<file path="config.mk">
export PLATFORM = sky130hd
export DESIGN_NAME = vq_decompressor_flat
export DESIGN_NICKNAME = d
export VERILOG_FILES = /design/src/rtl/vq_pkg.sv /design/src/rtl/vq_decompressor_if.sv /design/src/rtl/vq_codebook_rf.sv /design/src/rtl/vq_decompressor.sv /design/src/flat_wrapper.sv
export SDC_FILE = /design/constraint.sdc
export NUM_CORES = 1
export LEC_CHECK = 0
export CAP_MARGIN = 20
export CORE_MARGIN = 2
export CORE_UTILIZATION = 53
export DETAILED_ROUTE_END_ITERATION = 8
export PLACE_DENSITY = 0.74
export SYNTH_ARGS = -nofsm -noshare
export SYNTH_HDL_FRONTEND = slang
export SYNTH_HIERARCHICAL = 1
export SYNTH_SLANG_ARGS = --single-unit
</file>
<file path="constraint.sdc">
create_clock -name clk -period 6.35 [get_ports clk]
set_input_delay 1.27 -clock clk [delete_from_list [all_inputs] [get_ports clk]]
set_output_delay 1.27 -clock clk [all_outputs]
set_load 0.005 [all_outputs]
</file>
<file path="src/rtl/vq_pkg.sv">
// rtl/vq_pkg.sv - shared widths, codebook layout and FSM state type for the VQ decompressor
// Purpose: constants and types imported by the interface, register file and top.
// Ports: none (package).
package vq_pkg;

  localparam int PIX_W    = 24;  // RGB 8:8:8 pixel / codebook word
  localparam int IDX_W    = 3;   // codebook index width
  localparam int CB_DEPTH = 8;   // 2**IDX_W codebook entries
  localparam int CB_BASE  = 0;   // RAM2 address of codebook entry 0
  localparam int IDX_BASE = 8;   // RAM2 address of the first pixel index

  typedef enum logic [2:0] {
    IDLE,
    LOAD,
    DECODE,
    DRAIN,
    DONE
  } vq_state_e;

endpackage

</file>
<file path="src/rtl/vq_decompressor_if.sv">
// rtl/vq_decompressor_if.sv - control and RAM2/RAM3 port bundle of the VQ decompressor
// Purpose: groups the start/busy/done handshake, the RAM2 read port and the RAM3 write port.
// Ports (signals): start, busy, done; ram2_re, ram2_a, ram2_q; ram3_we, ram3_a, ram3_d.
// Modports: master = decompressor side, slave = controller/memory side.
interface vq_decompressor_if #(
  parameter int ADDR_W = 20
);
  import vq_pkg::*;

  logic              start;
  logic              busy;
  logic              done;
  logic              ram2_re;
  logic [ADDR_W-1:0] ram2_a;
  logic [PIX_W-1:0]  ram2_q;
  logic              ram3_we;
  logic [ADDR_W-1:0] ram3_a;
  logic [PIX_W-1:0]  ram3_d;

  modport master (
    input  start, ram2_q,
    output busy, done, ram2_re, ram2_a, ram3_we, ram3_a, ram3_d
  );

  modport slave (
    output start, ram2_q,
    input  busy, done, ram2_re, ram2_a, ram3_we, ram3_a, ram3_d
  );

endinterface

</file>
<file path="src/rtl/vq_codebook_rf.sv">
// rtl/vq_codebook_rf.sv - 8x24 codebook register file
// Purpose: holds the RGB codebook; one synchronous write port, one combinational read port.
// Ports: clk, rst (async, active-high clear of all entries);
//        we/waddr/wdata write port; raddr/rdata combinational read port.
module vq_codebook_rf
  import vq_pkg::*;
(
  input  logic             clk,
  input  logic             rst,
  input  logic             we,
  input  logic [IDX_W-1:0] waddr,
  input  logic [PIX_W-1:0] wdata,
  input  logic [IDX_W-1:0] raddr,
  output logic [PIX_W-1:0] rdata
);

  logic [PIX_W-1:0] cb_q [CB_DEPTH];
  logic [PIX_W-1:0] cb_d [CB_DEPTH];

  always_comb begin
    for (int i = 0; i < CB_DEPTH; i++) begin
      cb_d[i] = cb_q[i];
    end
    if (we) begin
      cb_d[waddr] = wdata;
    end
  end

  always_ff @(posedge clk or posedge rst) begin
    if (rst) begin
      for (int i = 0; i < CB_DEPTH; i++) begin
        cb_q[i] <= '0;
      end
    end else begin
      for (int i = 0; i < CB_DEPTH; i++) begin
        cb_q[i] <= cb_d[i];
      end
    end
  end

  assign rdata = cb_q[raddr];

endmodule

</file>
<file path="src/rtl/vq_decompressor.sv">
// rtl/vq_decompressor.sv - codebook VQ decompressor: RAM2 (codebook + indices) -> RAM3 pixels
// Purpose: on start, loads 8 codebook words from RAM2[0..7], then streams indices from
//          RAM2[8..] and writes cb[index] for each pixel to RAM3.
// Ports: clk, rst (async, active-high);
//        bus (vq_decompressor_if.master): start/busy/done, RAM2 read port, RAM3 write port.
module vq_decompressor
  import vq_pkg::*;
#(
  parameter int ADDR_W  = 20,
  parameter int NUM_PIX = 16384
) (
  input logic                clk,
  input logic                rst,
  vq_decompressor_if.master  bus
);

  localparam logic [ADDR_W-1:0] CB_FIRST  = ADDR_W'(CB_BASE);
  localparam logic [ADDR_W-1:0] CB_LAST   = ADDR_W'(IDX_BASE - 1);
  localparam logic [ADDR_W-1:0] IDX_FIRST = ADDR_W'(IDX_BASE);
  localparam logic [ADDR_W-1:0] IDX_LAST  = ADDR_W'(IDX_BASE + NUM_PIX - 1);
  localparam logic [ADDR_W-1:0] PIX_LAST  = ADDR_W'(NUM_PIX - 1);

  vq_state_e state_q, state_d;

  logic              ram2_re_q, ram2_re_d;
  logic [ADDR_W-1:0] ram2_a_q, ram2_a_d;
  // Tags for the RAM2 word arriving this cycle (issued one cycle earlier).
  logic              rsp_valid_q, rsp_valid_d;
  logic [ADDR_W-1:0] rsp_addr_q, rsp_addr_d;
  logic              ram3_we_q, ram3_we_d;
  logic [ADDR_W-1:0] ram3_a_q, ram3_a_d;
  logic [PIX_W-1:0]  ram3_d_q, ram3_d_d;
  logic              busy_q, busy_d;
  logic              done_q, done_d;

  logic              cb_we;
  logic              pix_valid;
  logic [PIX_W-1:0]  cb_rdata;

  assign cb_we     = rsp_valid_q && (rsp_addr_q < IDX_FIRST);
  assign pix_valid = rsp_valid_q && (rsp_addr_q >= IDX_FIRST);

  // cb[7] lands at the end of the cycle address 8 is issued, one cycle
  // before the first index returns, so lookups never see a stale entry.
  vq_codebook_rf u_cb (
    .clk   (clk),
    .rst   (rst),
    .we    (cb_we),
    .waddr (rsp_addr_q[IDX_W-1:0]),
    .wdata (bus.ram2_q),
    .raddr (bus.ram2_q[IDX_W-1:0]),
    .rdata (cb_rdata)
  );

  always_ff @(posedge clk or posedge rst) begin
    if (rst) begin
      state_q <= IDLE;
    end else begin
      state_q <= state_d;
    end
  end

  always_comb begin
    state_d = state_q;
    case (state_q)
      IDLE:    if (bus.start) state_d = LOAD;
      LOAD:    if (ram2_a_q == CB_LAST) state_d = DECODE;
      DECODE:  if (ram2_a_q == IDX_LAST) state_d = DRAIN;
      DRAIN:   if (ram3_we_q && (ram3_a_q == PIX_LAST)) state_d = DONE;
      DONE:    state_d = IDLE;
      default: state_d = IDLE;
    endcase
  end

  // Outputs are registered, so everything here is derived from state_d.
  always_comb begin
    ram2_re_d   = (state_d == LOAD) || (state_d == DECODE);
    ram2_a_d    = ram2_a_q;
    if ((state_q == IDLE) && (state_d == LOAD)) begin
      ram2_a_d = CB_FIRST;
    end else if (ram2_re_d) begin
      ram2_a_d = ram2_a_q + 1'b1;
    end
    rsp_valid_d = ram2_re_q;
    rsp_addr_d  = ram2_a_q;
    ram3_we_d   = pix_valid;
    ram3_a_d    = pix_valid ? (rsp_addr_q - IDX_FIRST) : ram3_a_q;
    ram3_d_d    = pix_valid ? cb_rdata : ram3_d_q;
    busy_d      = (state_d != IDLE);
    done_d      = (state_d == DONE);
  end

  always_ff @(posedge clk or posedge rst) begin
    if (rst) begin
      ram2_re_q   <= 1'b0;
      ram2_a_q    <= '0;
      rsp_valid_q <= 1'b0;
      rsp_addr_q  <= '0;
      ram3_we_q   <= 1'b0;
      ram3_a_q    <= '0;
      ram3_d_q    <= '0;
      busy_q      <= 1'b0;
      done_q      <= 1'b0;
    end else begin
      ram2_re_q   <= ram2_re_d;
      ram2_a_q    <= ram2_a_d;
      rsp_valid_q <= rsp_valid_d;
      rsp_addr_q  <= rsp_addr_d;
      ram3_we_q   <= ram3_we_d;
      ram3_a_q    <= ram3_a_d;
      ram3_d_q    <= ram3_d_d;
      busy_q      <= busy_d;
      done_q      <= done_d;
    end
  end

  assign bus.ram2_re = ram2_re_q;
  assign bus.ram2_a  = ram2_a_q;
  assign bus.ram3_we = ram3_we_q;
  assign bus.ram3_a  = ram3_a_q;
  assign bus.ram3_d  = ram3_d_q;
  assign bus.busy    = busy_q;
  assign bus.done    = done_q;

endmodule

</file>
<file path="src/flat_wrapper.sv">
// flat-port wrapper written by rule: the top's interface ports become plain ports
module vq_decompressor_flat import vq_pkg::*;
#(
  parameter int ADDR_W  = 20,
  parameter int NUM_PIX = 16384
)
  (clk, rst, bus_start, bus_ram2_q, bus_busy, bus_done, bus_ram2_re, bus_ram2_a, bus_ram3_we, bus_ram3_a, bus_ram3_d);
  vq_decompressor_if #(.ADDR_W(ADDR_W)) bus_i ();
  input logic clk;
  input logic rst;
  input wire logic [$bits(bus_i.start)-1:0] bus_start;
  input wire logic [$bits(bus_i.ram2_q)-1:0] bus_ram2_q;
  output wire logic [$bits(bus_i.busy)-1:0] bus_busy;
  output wire logic [$bits(bus_i.done)-1:0] bus_done;
  output wire logic [$bits(bus_i.ram2_re)-1:0] bus_ram2_re;
  output wire logic [$bits(bus_i.ram2_a)-1:0] bus_ram2_a;
  output wire logic [$bits(bus_i.ram3_we)-1:0] bus_ram3_we;
  output wire logic [$bits(bus_i.ram3_a)-1:0] bus_ram3_a;
  output wire logic [$bits(bus_i.ram3_d)-1:0] bus_ram3_d;
  assign bus_i.start = bus_start;
  assign bus_i.ram2_q = bus_ram2_q;
  assign bus_busy = bus_i.busy;
  assign bus_done = bus_i.done;
  assign bus_ram2_re = bus_i.ram2_re;
  assign bus_ram2_a = bus_i.ram2_a;
  assign bus_ram3_we = bus_i.ram3_we;
  assign bus_ram3_a = bus_i.ram3_a;
  assign bus_ram3_d = bus_i.ram3_d;
  vq_decompressor #(.ADDR_W(ADDR_W), .NUM_PIX(NUM_PIX)) u_core (.clk(clk), .rst(rst), .bus(bus_i));
endmodule
</file>
==> run_results.csv <==
group,metric,value,unit
worst_setup_path,crit_family,"simple AND/OR/NAND/NOR gates",
floorplan,core,23500,µm²
worst_setup_path,cp.buffers_inverters,2,
yosys,synth_cells,912,
worst_setup_path,cpMostUsedCell,"buf_4",
yosys,synthesis.nets,941,
global_route,grt.overflow.total,0,
cts,cts_sinks,284,
yosys,ys_seq_elements,284,
worst_setup_path,max_stage_delay,590,ps
global_route,track_usage,22.5,%
cts,post_cts_buffers,0,
finish,final_layout_size_suffix_gt1_share,31.7,%
worst_setup_path,crit_path_top_delay_cell,"nor4bb_4",
routing,drc,0,
routing,first_pass_iters,5,
yosys,async_reset_ff_share,100,%
pwr,p_switching,835,µW
global_route,grt_pass1_vias,8207,
sta,fin_crit_sh,50.1,%
floorplan,die_h,159,µm
sta,clock_skew,21.5,ps
sta,worst_slew_pin_slew,1130,ps
routing,ant_nets,0,
global_route,grt_first_pass_wirelength,45600,µm
cts,hold_buffers,0,
routing,post_drt_wl_per_cell,20.7,µm
yosys,ys_seq_area_share,55.7,%
cts,clock_path_buffers,3,
worst_setup_path,setup.worst_path.start_class,"flip-flop",
cts,root_buffer,"clkbuf_16",
pwr,seqPwrFrac,47.7,%
pwr,power.internal,3100,µW
sta,setup_viol,0,
sta,hold_violations,0,
yosys,synth.area.top_cells,"dfrtp_1 56%, mux2_2 16%, mux4_2 8.1%, nand2_1 3.1%, mux2_1 2.8%",
worst_setup_path,crit_type,"flip-flop to flip-flop",
pwr,ir_drop,0.000243,V
job,maxCapViolCount,0,
routing,dr_total_vias,7798,
pwr,p_total,3930,µW
sta,period_minus_slack,3180,ps
routing,drt_wl_total,27800,µm
sta,rsz0062_at_grt,"false",
yosys,netlist_area,12800,µm²
worst_setup_path,worstPathArrival,3610,ps
cts,cts_tree,"yes",
sta,relSlewSlack,24.7,%
min_path,hold_class,"flip-flop to flip-flop",
yosys,synth_ff_type,"dfrtp_1",
yosys,syn_area_per_cell,14.0,µm²
yosys,synth_cell_types,58,
yosys,yosysMostFrequentCell,"dfrtp_1",
yosys,yosys.area.top_type,"dfrtp_1",
routing,via_per_inst,5.82,
place,gp_congestion,0.809,
cts,clk_pin_slew,60,ps
cts,numCtsBuffers,30,
yosys,yosysWarnings,6,
finish,syn2layout_area_growth,17.7,%
worst_setup_path,worstSetupEndpointType,"flip-flop",
yosys,synth.top_cells.by_count,"284 x dfrtp_1, 178 x mux2_2, 107 x nand2_1",
yosys,synth_top_area_share,55.7,%
floorplan,die_w,159,µm
place,io_buffers,94,
pwr,clkPwrFrac,46.9,%
routing,drtIter0Drc,515,
sta,fin_setup_tns,0,ps
floorplan,dieArea,25300,µm²
sta,fmax,0.314,GHz
global_route,grt_antenna_before_repair,0,
cts,cts-htree-levels,1,
pwr,p_leak,0.00667,µW
floorplan,initial_core_util,54.2,%
floorplan,pin_count,95,
finish,post-route-util,63.8,%
cts,insertion_delay,560,ps
worst_setup_path,worstPathCellList,"nor4_2 > nand4_2 > nor4_1 > buf_4 > nor4bb_4 > buf_4 > mux2_2",
pwr,power_density,262,nW/µm²
global_route,grt_max_degree,193,
worst_setup_path,critical_path_required,6780,ps
place,hpwl,16300,µm
worst_setup_path,crit_fanout,20,
finish,diodes,0,
yosys,synth-edff-count,0,
pwr,swShare,21.2,%
finish,fill_cells,1759,
finish,final_nets,1026,
run_status,status,"complete, no violations",
sta,slew_viol_final,0,
pwr,pwr-share-comb,5.4,%
floorplan,fp-row-count,56,
cts,ctsResizeCount,0,
[path summary, 6_finish.rpt]
path	start	endpoint	slack [ps]	depth (start not counted)
max	u_core/rsp_addr_q[13]	u_core/u_cb/cb_q[148]	3170	7
min	u_core/bus.ram2_re	u_core/rsp_valid_q	440	0
max reg2reg	u_core/rsp_addr_q[13]	u_core/u_cb/cb_q[148]	3170	7
min reg2reg	u_core/bus.ram2_re	u_core/rsp_valid_q	440	0
max in group asynchronous	rst	u_core/bus.ram3_a[15]	3980	3
min in group asynchronous	rst	u_core/bus.ram3_d[4]	1230	2
[metrics by stage]
step / area [µm²] / hold slack (ps) / setup slack, ps / cells
after floorplan: 12800 / 376 / 2600 / 912
after global routing: 15000 / 461 / 2990 / 1340
after global placement: 13900 / 417 / 2720 / 1281
after detailed placement: 13900 / 425 / 2680 / 1283
final: 15000 / 439 / 3170 / 1340
after CTS: 15000 / 440 / 2930 / 1339
[cells in the final DEF (no fill, tap or decap), types with 10 or more instances in the layout]
| master | n |
|---|---|
| dfrtp_1 | 284 |
| mux2_2 | 178 |
| nand2_1 | 107 |
| clkdlybuf4s50_1 | 91 |
| mux4_2 | 46 |
| mux2_1 | 32 |
| clkbuf_16 | 30 |
| o31ai_1 | 27 |
| nor2_1 | 19 |
| o21ai_0 | 15 |
| buf_4 | 15 |
| inv_1 | 13 |
| nand3_1 | 12 |
| nor3_1 | 10 |
[final cells by class]
class	count	area, µm²	share of cell area [%]
Timing Repair Buffer	112	1080	7.23
Sequential cell	284	7110	47.3
Inverter	16	66.3	0.442
Clock inverter	13	180	1.20
Multi-Input combinational cell	553	5280	35.2
Tap cell	319	399	2.66
Clock buffer	43	890	5.93
[cells by family (layout without fill, tap and decap cells)]
| kind of cell | count (synthesis) | count (layout) | synth area share [%] |
|---|---|---|---|
| buffers and inverters | 75 | 184 | 3.20 |
| AOI/OAI and AO/OA | 75 | 75 | 4.19 |
| xor gates and xnor gates | 13 | 13 | 0.893 |
| adders and majority gates | 2 | 2 | 0.196 |
| muxes | 264 | 264 | 27.8 |
| DFF | 284 | 284 | 55.7 |
| and+or+nand+nor | 199 | 199 | 8.02 |
[layer usage]
layer	vias up	routed length [µm]	share of wire, %	global-route usage, %
li1	3516	-	-	-
met1	4064	12500	45	32.2
met2	179	13400	48	36.3
met3	39	1390	5.0	3.72
met4	0	489	1.8	5.66
met5	-	0	0	0
[flip-flops by register name (all words and copies together), names as in the netlist]
signal              count
u_core/bus.ram3_d      24
u_core/bus.ram3_we      1
u_core/bus.done         1
u_core/bus.ram2_a      20
u_core/rsp_valid_q      1
u_core/bus.ram2_re      1
u_core/rsp_addr_q      20
u_core/u_cb/cb_q      192
u_core/state_q          3
u_core/bus.busy         1
u_core/bus.ram3_a      20
[power groups by stage]
| stage | clock network (µW) | registers (µW) | logic [µW] |
|---|---|---|---|
| 4_1_cts | 1880 | 1880 | 216 |
| 2_1_floorplan | 0 | 1900 | 130 |
| 3_5_place_dp | 0 | 1910 | 215 |
| 3_3_place_gp | 0 | 1910 | 211 |
| 6_report | 1840 | 1880 | 211 |
| 5_1_grt | 1960 | 1880 | 234 |
[worst reg2reg max path, cell delays in order (launching register included)]
cell	delay, ps
dfrtp_1	430
nor4_2	400
nand4_2	270
nor4_1	300
buf_4	210
nor4bb_4	590
buf_4	470
mux2_2	390
No activity file was read; power rests on OpenSTA's default activity.
